===== src/rtl/mux_pkg.sv =====
// ----------------------------------------------------------------------------
// mux_pkg
//  Shared definitions for the mux_n_1_tdm block: mode encodings for Mode_In,
//  the controller state encoding and the default widths used by the top.
//  No ports (package).
// ----------------------------------------------------------------------------
package mux_pkg;

    // Mode_In encodings
    localparam logic MODE_DIRECT = 1'b0;
    localparam logic MODE_SCAN   = 1'b1;

    // Controller states
    typedef enum logic [1:0] {
        ST_IDLE   = 2'd0,
        ST_DIRECT = 2'd1,
        ST_SCAN   = 2'd2
    } mux_state_e;

    // Default geometry
    localparam int DEF_NUM_CH  = 8;
    localparam int DEF_DATA_W  = 8;
    localparam int DEF_DWELL_W = 8;

endpackage


===== src/rtl/mux_rr_next_channel.sv =====
// ----------------------------------------------------------------------------
// mux_rr_next_channel
//  Combinational round-robin helper. Given the channel mask and the current
//  scan pointer, returns the next enabled channel strictly above the pointer,
//  wrapping to the lowest enabled channel when none is above.
//
//  Ports
//   i_mask  in   NUM_CH  channel enable mask (bit i = channel i)
//   i_ptr   in   SEL_W   current pointer
//   o_next  out  SEL_W   next enabled index (== i_ptr when mask is zero)
//   o_wrap  out  1       next index <= current (search wrapped around)
//   o_any   out  1       at least one channel enabled
// ----------------------------------------------------------------------------
module mux_rr_next_channel #(
    parameter int NUM_CH = 8,
    parameter int SEL_W  = $clog2(NUM_CH)
) (
    input  logic [NUM_CH-1:0] i_mask,
    input  logic [SEL_W-1:0]  i_ptr,
    output logic [SEL_W-1:0]  o_next,
    output logic              o_wrap,
    output logic              o_any
);

    logic [SEL_W-1:0] w_above;
    logic [SEL_W-1:0] w_lowest;
    logic             w_have_above;

    // Both searches run downward so the last hit is the lowest qualifying index.
    always_comb begin
        w_above      = '0;
        w_lowest     = '0;
        w_have_above = 1'b0;
        for (int i = NUM_CH - 1; i >= 0; i--) begin
            if (i_mask[i]) begin
                w_lowest = SEL_W'(i);
                if (SEL_W'(i) > i_ptr) begin
                    w_above      = SEL_W'(i);
                    w_have_above = 1'b1;
                end
            end
        end
    end

    always_comb begin
        o_any  = |i_mask;
        o_next = i_ptr;
        o_wrap = 1'b0;
        if (o_any) begin
            o_next = w_have_above ? w_above : w_lowest;
            // A lone enabled channel resolves to itself, which counts as a wrap.
            o_wrap = !w_have_above;
        end
    end

endmodule


===== src/rtl/mux_n_1_tdm.sv =====
// ----------------------------------------------------------------------------
// mux_n_1_tdm
//  Registered N:1 multiplexer with a valid/ready output slice. DIRECT mode
//  forwards the host-selected channel; SCAN mode walks the masked channels
//  round-robin, staying Dwell_In+1 accepted transfers on each.
//
//  Ports
//   Clock_In         in   1              rising-edge clock
//   Reset_n_In       in   1              asynchronous active-low reset
//   Enable_In        in   1              block enable (low -> IDLE, output dropped)
//   Mode_In          in   1              MODE_DIRECT / MODE_SCAN
//   Select_In        in   SEL_W          DIRECT channel index
//   Channel_Mask_In  in   NUM_CH         SCAN channel enables
//   Dwell_In         in   DWELL_W        SCAN transfers per channel minus one
//   Data_In          in   NUM_CH*DATA_W  flattened channel data
//   Mux_Ready_In     in   1              consumer ready
//   Mux_Data_Out     out  DATA_W         registered data
//   Mux_Channel_Out  out  SEL_W          channel of Mux_Data_Out
//   Mux_Valid_Out    out  1              Mux_Data_Out valid
//   Scan_Wrap_Out    out  1              one-cycle pulse on SCAN pointer wrap
//
//  SEL_W may be set wider than $clog2(NUM_CH) so that out-of-range DIRECT
//  selects are representable; such selects load zero data.
// ----------------------------------------------------------------------------
module mux_n_1_tdm
    import mux_pkg::*;
#(
    parameter int NUM_CH  = DEF_NUM_CH,
    parameter int DATA_W  = DEF_DATA_W,
    parameter int SEL_W   = $clog2(NUM_CH),
    parameter int DWELL_W = DEF_DWELL_W
) (
    input  logic                     Clock_In,
    input  logic                     Reset_n_In,
    input  logic                     Enable_In,
    input  logic                     Mode_In,
    input  logic [SEL_W-1:0]         Select_In,
    input  logic [NUM_CH-1:0]        Channel_Mask_In,
    input  logic [DWELL_W-1:0]       Dwell_In,
    input  logic [NUM_CH*DATA_W-1:0] Data_In,
    input  logic                     Mux_Ready_In,
    output logic [DATA_W-1:0]        Mux_Data_Out,
    output logic [SEL_W-1:0]         Mux_Channel_Out,
    output logic                     Mux_Valid_Out,
    output logic                     Scan_Wrap_Out
);

    mux_state_e         r_state, w_state_nxt;
    logic [SEL_W-1:0]   r_ptr;
    logic [DWELL_W-1:0] r_cnt;
    logic               r_wrap;
    logic [DATA_W-1:0]  r_data;
    logic [SEL_W-1:0]   r_chan;
    logic               r_valid;

    logic               w_open, w_hs, w_hs_scan;
    logic               w_scan_go, w_enter;
    logic [SEL_W-1:0]   w_low, w_eff_ptr, w_next, w_load_ptr;
    logic [DWELL_W-1:0] w_eff_cnt;
    logic               w_ptr_en, w_any, w_wrap;
    logic               w_advance, w_relocate;
    logic [DATA_W-1:0]  w_dir_data, w_scan_data;

    // ------------------------------------------------------------------
    // Controller FSM
    // ------------------------------------------------------------------
    always_ff @(posedge Clock_In or negedge Reset_n_In) begin
        if (!Reset_n_In) r_state <= ST_IDLE;
        else             r_state <= w_state_nxt;
    end

    always_comb begin
        w_state_nxt = r_state;
        if (!Enable_In)                 w_state_nxt = ST_IDLE;
        else if (Mode_In == MODE_DIRECT) w_state_nxt = ST_DIRECT;
        else                            w_state_nxt = ST_SCAN;
    end

    // ------------------------------------------------------------------
    // Handshake
    // ------------------------------------------------------------------
    assign w_open = !r_valid || Mux_Ready_In;
    assign w_hs   = r_valid && Mux_Ready_In;

    // ------------------------------------------------------------------
    // Scan pointer / dwell bookkeeping
    //  The cycle that enters SCAN works from a fresh pointer (lowest enabled
    //  channel, count 0), so the load in that same cycle already comes from
    //  it. An acceptance in the entry cycle belongs to the previous mode's
    //  word and is not counted.
    // ------------------------------------------------------------------
    assign w_scan_go = Enable_In && (Mode_In == MODE_SCAN);
    assign w_enter   = w_scan_go && (r_state != ST_SCAN);
    assign w_hs_scan = w_hs && !w_enter;

    always_comb begin
        w_low = '0;
        for (int i = NUM_CH - 1; i >= 0; i--) begin
            if (Channel_Mask_In[i]) w_low = SEL_W'(i);
        end
    end

    assign w_eff_ptr = w_enter ? w_low : r_ptr;
    assign w_eff_cnt = w_enter ? '0    : r_cnt;

    always_comb begin
        w_ptr_en = 1'b0;
        for (int i = 0; i < NUM_CH; i++) begin
            if (w_eff_ptr == SEL_W'(i)) w_ptr_en = Channel_Mask_In[i];
        end
    end

    mux_rr_next_channel #(
        .NUM_CH (NUM_CH),
        .SEL_W  (SEL_W)
    ) u_next (
        .i_mask (Channel_Mask_In),
        .i_ptr  (w_eff_ptr),
        .o_next (w_next),
        .o_wrap (w_wrap),
        .o_any  (w_any)
    );

    // ">=" so a Dwell_In lowered below the running count ends the dwell at
    // the next acceptance.
    assign w_advance  = w_scan_go && w_ptr_en && w_hs_scan && (w_eff_cnt >= Dwell_In);
    assign w_relocate = w_scan_go && !w_ptr_en && w_any;

    // When the word being accepted completes the dwell, the replacement word
    // already comes from the next channel, so each channel gets exactly
    // Dwell_In+1 transfers under continuous ready.
    assign w_load_ptr = w_advance ? w_next : w_eff_ptr;

    always_ff @(posedge Clock_In or negedge Reset_n_In) begin
        if (!Reset_n_In) begin
            r_ptr  <= '0;
            r_cnt  <= '0;
            r_wrap <= 1'b0;
        end else begin
            r_wrap <= 1'b0;
            if (w_scan_go) begin
                if (w_relocate || w_advance) begin
                    r_ptr  <= w_next;
                    r_cnt  <= '0;
                    r_wrap <= w_wrap;
                end else begin
                    r_ptr <= w_eff_ptr;
                    r_cnt <= (w_ptr_en && w_hs_scan) ? w_eff_cnt + DWELL_W'(1) : w_eff_cnt;
                end
            end
        end
    end

    // ------------------------------------------------------------------
    // Data selection
    // ------------------------------------------------------------------
    always_comb begin
        w_dir_data  = '0;
        w_scan_data = '0;
        for (int i = 0; i < NUM_CH; i++) begin
            if (Select_In == SEL_W'(i))  w_dir_data  = Data_In[i*DATA_W +: DATA_W];
            if (w_load_ptr == SEL_W'(i)) w_scan_data = Data_In[i*DATA_W +: DATA_W];
        end
    end

    // ------------------------------------------------------------------
    // Output register slice
    //  Disable drops the word even if unacknowledged; data/channel keep
    //  their last value while Valid is low.
    // ------------------------------------------------------------------
    always_ff @(posedge Clock_In or negedge Reset_n_In) begin
        if (!Reset_n_In) begin
            r_data  <= '0;
            r_chan  <= '0;
            r_valid <= 1'b0;
        end else if (!Enable_In) begin
            r_valid <= 1'b0;
        end else if (w_open) begin
            if (Mode_In == MODE_DIRECT) begin
                r_data  <= w_dir_data;
                r_chan  <= Select_In;
                r_valid <= 1'b1;
            end else if (w_ptr_en) begin
                r_data  <= w_scan_data;
                r_chan  <= w_load_ptr;
                r_valid <= 1'b1;
            end else begin
                // Pointer channel disabled (or empty mask): bubble.
                r_valid <= 1'b0;
            end
        end
    end

    assign Mux_Data_Out    = r_data;
    assign Mux_Channel_Out = r_chan;
    assign Mux_Valid_Out   = r_valid;
    assign Scan_Wrap_Out   = r_wrap;

endmodule


===== config.mk =====
export PLATFORM = sky130hd
export DESIGN_NAME = mux_n_1_tdm
export DESIGN_NICKNAME = d
export VERILOG_FILES = /design/src/rtl/mux_pkg.sv /design/src/rtl/mux_rr_next_channel.sv /design/src/rtl/mux_n_1_tdm.sv
export SDC_FILE = /design/constraint.sdc
export NUM_CORES = 1
export LEC_CHECK = 0
export CORE_ASPECT_RATIO = 0.75
export CORE_MARGIN = 1.5
export CORE_UTILIZATION = 48
export CTS_CLUSTER_DIAMETER = 40
export DETAILED_ROUTE_END_ITERATION = 10
export GPL_ROUTABILITY_DRIVEN = 0
export PLACE_DENSITY = 0.92
export SYNTH_ARGS = -nofsm -noshare
export SYNTH_HDL_FRONTEND = slang
export SYNTH_SLANG_ARGS = --single-unit

===== constraint.sdc =====
create_clock -name Clock_In -period 6.6 [get_ports Clock_In]
set_input_delay 1.32 -clock Clock_In [delete_from_list [all_inputs] [get_ports Clock_In]]
set_output_delay 1.32 -clock Clock_In [all_outputs]
set_load 0.02 [all_outputs]

==> results of run 1 <==
-- state kept, by name (all words and copies together), names as in the netlist --
register / count
Mux_Data_Out: 8
r_cnt: 8
Mux_Channel_Out: 3
r_ptr: 3
r_state: 2
Mux_Valid_Out: 1
Scan_Wrap_Out: 1
-- final timing paths --
path	from	endpoint	slack, ps	cells after the start
max in group asynchronous	Reset_n_In	r_ptr[0]	4940	2
worst max register to register	r_state[0]	Mux_Data_Out[2]	1950	15
min in group asynchronous	Reset_n_In	r_cnt[1]	1400	2
worst max-delay path	Mode_In	Mux_Data_Out[2]	640	16
worst min register to register	r_cnt[7]	r_cnt[7]	480	1
worst min-delay path	r_cnt[7]	r_cnt[7]	480	1
-- through the flow --
step                instances  total power (µW)
floorplan                 452               718
global placement          613               943
detailed placement        613               964
CTS                       617              1100
global route              617              1190
finish                    617              1130
-- Yosys cell counts, types with 2 or more instances --
| master | instances | area, µm² |
|---|---|---|
| a211oi_1 | 6 | 45.0 |
| a21o_1 | 8 | 60.1 |
| a21oi_1 | 35 | 175 |
| a221oi_1 | 8 | 70.1 |
| a22o_1 | 4 | 35.0 |
| a2bb2oi_1 | 2 | 17.5 |
| a311o_1 | 3 | 30.0 |
| a31oi_1 | 10 | 62.6 |
| a32oi_1 | 2 | 17.5 |
| a41oi_1 | 2 | 17.5 |
| and2_1 | 8 | 50.1 |
| and3_1 | 6 | 37.5 |
| buf_2 | 7 | 35.0 |
| buf_4 | 3 | 22.5 |
| buf_6 | 2 | 22.5 |
| clkbuf_1 | 18 | 67.6 |
| dfrtp_1 | 26 | 651 |
| ha_1 | 9 | 113 |
| inv_1 | 19 | 71.3 |
| mux2_1 | 2 | 22.5 |
| mux2_2 | 8 | 90.1 |
| mux2i_1 | 24 | 240 |
| nand2_1 | 54 | 203 |
| nand2b_1 | 5 | 31.3 |
| nand3_1 | 13 | 65.1 |
| nor2_1 | 46 | 173 |
| nor2b_1 | 6 | 37.5 |
| nor3_1 | 6 | 30.0 |
| o2111ai_1 | 2 | 17.5 |
| o211ai_1 | 10 | 75.1 |
| o21a_1 | 2 | 15.0 |
| o21ai_0 | 42 | 210 |
| o21ai_1 | 3 | 15.0 |
| o22ai_1 | 5 | 31.3 |
| o2bb2ai_1 | 3 | 26.3 |
| o31a_1 | 2 | 17.5 |
| o31ai_1 | 12 | 90.1 |
| or3_1 | 3 | 18.8 |
-- where the power goes --
| part | leakage, µW | switching [µW] | internal [µW] |
|---|---|---|---|
| Sequential | 0.000324 | 38.5 | 208 |
| Clock | 0.0000357 | 58.0 | 81.4 |
| Combinational | 0.00143 | 430 | 313 |
| Total | 0.00179 | 526 | 602 |
-- layer usage --
metal	routed length [µm]	up-vias	part of all wire, %	GRT usage [%]
met5	0	-	0	0
met3	1360	32	12	3.99
li1	-	1866	-	-
met2	5100	354	45	48.3
met1	4720	1894	42	42.7
met4	182	0	1.6	6.67
-- logic make-up after synthesis --
logic type | count (synthesis) | synth area share, %
adders and majority gates | 9 | 3.42
DFF | 26 | 19.8
buffers and inverters | 49 | 6.65
muxes | 34 | 10.7
and+or+nand+nor | 159 | 23.2
AOI/OAI and AO/OA | 175 | 36.2
-- area by class of cell --
type | instances | area, µm² | share of cell area (%)
inverters | 19 | 71.3 | 1.62
well taps | 81 | 101 | 2.31
flip-flops and latches | 26 | 651 | 14.8
repair buffers | 110 | 1080 | 24.5
multi-input cells | 377 | 2420 | 55.2
clock inverters | 1 | 30.0 | 0.683
clock buffers | 3 | 41.3 | 0.939
==> flow_summary_export.csv, run 1 <==
group,metric,value,unit
sta,clock.fmax,0.168,GHz
run,cap_violations,0,
yosys,syn-num-nets,549,
drt,drtPass1Iterations,8,
critical_path,cp_slowest_stage_delay,670,ps
yosys,yosysWarnings,0,
floorplanning,chipWidth,98.6,µm
status,violations,"design-rule violations",
drt,drtAntennaViolNets,0,
clock_tree,cts_tree,"built",
floorplanning,row_count,25,
critical_path,crit_chain,"clkdlybuf4s50_1 -> nand2_1 -> inv_1 -> nand2_1 -> and2_1 -> ha_1 -> nand2_1 -> o21ai_0 -> a2111o_1 -> o211ai_1 -> a2111oi_4 -> nor4b_4 -> or2_1 -> and3_1 -> a221oi_2 -> o41ai_2",
critical_path,worst_setup_path_end_kind,"flop",
power,ir_drop,163,µV
sta,finalHoldViolations,0,
clock_tree,postCtsHoldBufs,0,
yosys,synthCells,452,
yosys,syn_avg_cell_area,7.28,µm²
sta,fin_tns_setup,0,ps
yosys,yosysUniqueCellTypes,64,
yosys,ys_seq_elements,26,
sta,hold_ws,485,ps
sta,fin_ws,639,ps
placement,dp_hpwl,8710,µm
cells_and_area,n_antenna_cell,0,
drt,avgViaCountPerCell,6.72,
cells_and_area,mostFrequentLayoutCell,"clkdlybuf4s50_1",
yosys,netlist_area,3290,µm²
sta,setup_viol,0,
floorplanning,core_area,6470,µm²
drt,via_count,4146,
global_routing,grt.overflow.total,0,
floorplanning,fp.dieH,74.7,µm
drt,drt_iter0_drc,394,
cells_and_area,drive_gt1_share,6.53,%
global_routing,grt_pass1_wl,18000,µm
yosys,seq_area_frac_synth,19.8,%
drt,wire_per_inst,18.4,µm
drt,remaining_drc_errors,7,
cells_and_area,syn2layout_area_growth,33.6,%
cells_and_area,utilization,67.9,%
clock_tree,cts.clk_slew.worst_paths,100,ps
critical_path,path_buf_inv,2,
critical_path,start_kind,"primary input",
critical_path,cp_max_fo,17,
global_routing,grt_pass1_vias,3729,
clock_tree,post_cts_buffers,0,
global_routing,grt_usage,29.7,%
cells_and_area,layout_common_cells,"clkdlybuf4s50_1, nand2_1, nor2_1",
placement,placed_cell_area,4320,µm²
critical_path,critPathArrivalTime,6150,ps
min_path,hold_class,"reg2reg",
clock_tree,cts_sinks,26,
status,status,"complete, but fails checks",
clock_tree,clk_path_buf_depth,2,
clock_tree,cts_resized,0,
sta,slew-limit-headroom,31.9,%
placement,port_buffers,100,
critical_path,required,6790,ps
floorplanning,start_util,50.8,%
yosys,ys_dominant_reg_cell,"dfrtp_1",
critical_path,cpMostUsedCell,"nand2_1",
yosys,synth_edf_count,0,
clock_tree,clk_latency,290,ps
clock_tree,htree_num_levels,1,
clock_tree,cts_buffers,3,
clock_tree,cts-root-buf,"clkbuf_8",
drt,wl,11400,µm
critical_path,path_class,"in2reg",
floorplanning,die_area,7370,µm²
critical_path,cp_top_family,"simple AND/OR/NAND/NOR gates",
power,p_per_area,257,nW/µm²
sta,rsz0062_at_grt,"no",
cells_and_area,nNetsFinal,634,
sta,tightest_slew,1020,ps
yosys,ys_async_sr_fraction,100,%
global_routing,antenna_found_initial,0,
cells_and_area,n_fill_cell,535,
placement,dp_slack,489,ps
sta,finalCriticalPeriod,5960,ps
floorplanning,io_pins,101,
sta,clock-skew-final,6.25,ps
power,p_leak,0.00179,µW
cells_and_area,final_area,4400,µm²
sta,drv_slew,0,
sta,fin_crit_sh,90.3,%
global_routing,grt_max_degree,35,
critical_path,crit_slowest_cell,"a2111oi_4",
Power figures use the tool's default switching activity.
==> run 2, diff against run 1 <==
CORE_UTILIZATION = 45   (was 48)
PLACE_DENSITY = 0.87   (was 0.92)
RECOVER_POWER = 50   (was not set)
==> run 2 against run 1 <==
The run now ends clean. Critical path depth unchanged. Core utilization decreased by 4.3 points. Worst hold slack lost 6.6 ps. Routed wire length decreased by 0.72%. Sequential power hardly changed. Critical endpoint unchanged.
==> flow_summary_export.csv, run 2 (synthesized netlist as in run 1, its figures left out) <==
group,metric,value,unit
critical_path,required,6770,ps
sta,tightest_slew,1440,ps
min_path,worstHoldPathCells,1,
cells_and_area,utilization,63.6,%
critical_path,start_kind,"primary input",
clock_tree,cts_buffers,3,
critical_path,path_class,"in2reg",
sta,hold_ws,478,ps
cells_and_area,layout_common_cells,"clkdlybuf4s50_1, nand2_1, nor2_1",
cells_and_area,syn2layout_area_growth,34.0,%
cells_and_area,mostFrequentLayoutCell,"clkdlybuf4s50_1",
floorplanning,chipWidth,102,µm
floorplanning,row_count,26,
sta,setup_viol,0,
sta,clock.fmax,0.167,GHz
critical_path,r2r_cells,15,
sta,finalCriticalPeriod,5990,ps
global_routing,grt_usage,27.5,%
floorplanning,io_pins,101,
clock_tree,clk_latency,270,ps
clock_tree,cts-root-buf,"clkbuf_8",
critical_path,r2r_end,"Mux_Data_Out[2]",
global_routing,grt.overflow.total,0,
power,p_per_area,254,nW/µm²
min_path,hold_class,"reg2reg",
power,totalPowerFinal,1120,µW
global_routing,grt_max_degree,35,
clock_tree,cts_sinks,26,
placement,port_buffers,100,
clock_tree,cts_tree,"built",
critical_path,r2r_start,"r_state[0]",
clock_tree,cts_resized,0,
floorplanning,start_util,47.5,%
run,cap_violations,0,
sta,clock-skew-final,4.52,ps
critical_path,cp_max_fo,17,
global_routing,antenna_found_initial,0,
sta,rsz0062_at_grt,"no",
clock_tree,postCtsHoldBufs,0,
cells_and_area,nNetsFinal,634,
critical_path,r2r_slack,2010,ps
floorplanning,core_area,6930,µm²
sta,slew-limit-headroom,3.96,%
critical_path,critPathArrivalTime,6160,ps
cells_and_area,n_antenna_cell,0,
sta,fin_tns_setup,0,ps
drt,avgViaCountPerCell,6.45,
clock_tree,cts.clk_slew.worst_paths,100,ps
power,p_leak,0.00179,µW
clock_tree,htree_num_levels,1,
min_path,hold_start,"r_cnt[7]",
drt,wl,11300,µm
floorplanning,fp.dieH,77.1,µm
drt,drtAntennaViolNets,0,
global_routing,grt_pass1_wl,17700,µm
sta,fin_crit_sh,90.8,%
drt,drt_iter0_drc,322,
clock_tree,clk_path_buf_depth,2,
sta,drv_slew,0,
drt,remaining_drc_errors,0,
drt,drtPass1Iterations,5,
drt,wire_per_inst,17.8,µm
cells_and_area,drive_gt1_share,6.16,%
power,ir_drop,162,µV
floorplanning,die_area,7840,µm²
critical_path,worst_setup_path_end_kind,"flop",
drt,via_count,4090,
min_path,hold_end,"r_cnt[7]",
sta,finalHoldViolations,0,
status,status,"finished clean",
global_routing,grt_pass1_vias,3640,
placement,dp_hpwl,8550,µm
clock_tree,post_cts_buffers,0,
==> run 2: worst max-delay path by stage <==
stage / startpoint / to / slack [ps] / cells after the start
6_report: Enable_In / Mux_Data_Out[2] / 610 / 16
5_1_grt: Enable_In / Mux_Data_Out[2] / 280 / 16
4_1_cts: Enable_In / Mux_Data_Out[2] / 730 / 16
3_5_place_dp: Enable_In / Mux_Data_Out[2] / 490 / 16
3_3_place_gp: Enable_In / Mux_Data_Out[2] / 810 / 16
2_1_floorplan: Mode_In / Mux_Data_Out[2] / 1860 / 18
==> run 2: through the flow <==
step	area [µm²]	worst slack, ps	instances
floorplan	3290	1860	452
global placement	4350	813	630
detailed placement	4350	494	630
CTS	4420	728	634
global route	4410	283	634
finish	4410	609	634
==> run 2: worst max-delay path: stages <==
cell,delay [ps]
dlygate4sd3_1,570
nand2_1,80
inv_1,250
nand2_1,330
and2_1,310
ha_1,300
nand2_1,50
o21ai_0,160
a2111o_1,160
o211ai_1,150
a2111oi_4,680
nor4b_4,490
or2_1,570
and3_1,300
a221oi_2,80
o41ai_2,350
==> run 2: layout make-up <==
type | count | area [µm²]
Clock buffer | 3 | 41.3
Fill cell | 623 | 2520
Inverter | 19 | 71.3
Clock inverter | 1 | 30.0
Multi-Input combinational cell | 377 | 2420
Tap cell | 98 | 123
Timing Repair Buffer | 110 | 1070
Sequential cell | 26 | 651
==> run 2: layer usage <==
metal / wire length [µm] / GRT usage, %
met4: 217 / 6.39
met5: 0 / 0
met2: 4900 / 41.7
met1: 4780 / 39.9
met3: 1400 / 5.10
==> run 2: report_power, final <==
part           total (µW)  internal (µW)  switching, µW
logic                 734            306            428
registers             249            208           41.3
clock network         135           81.2           53.7
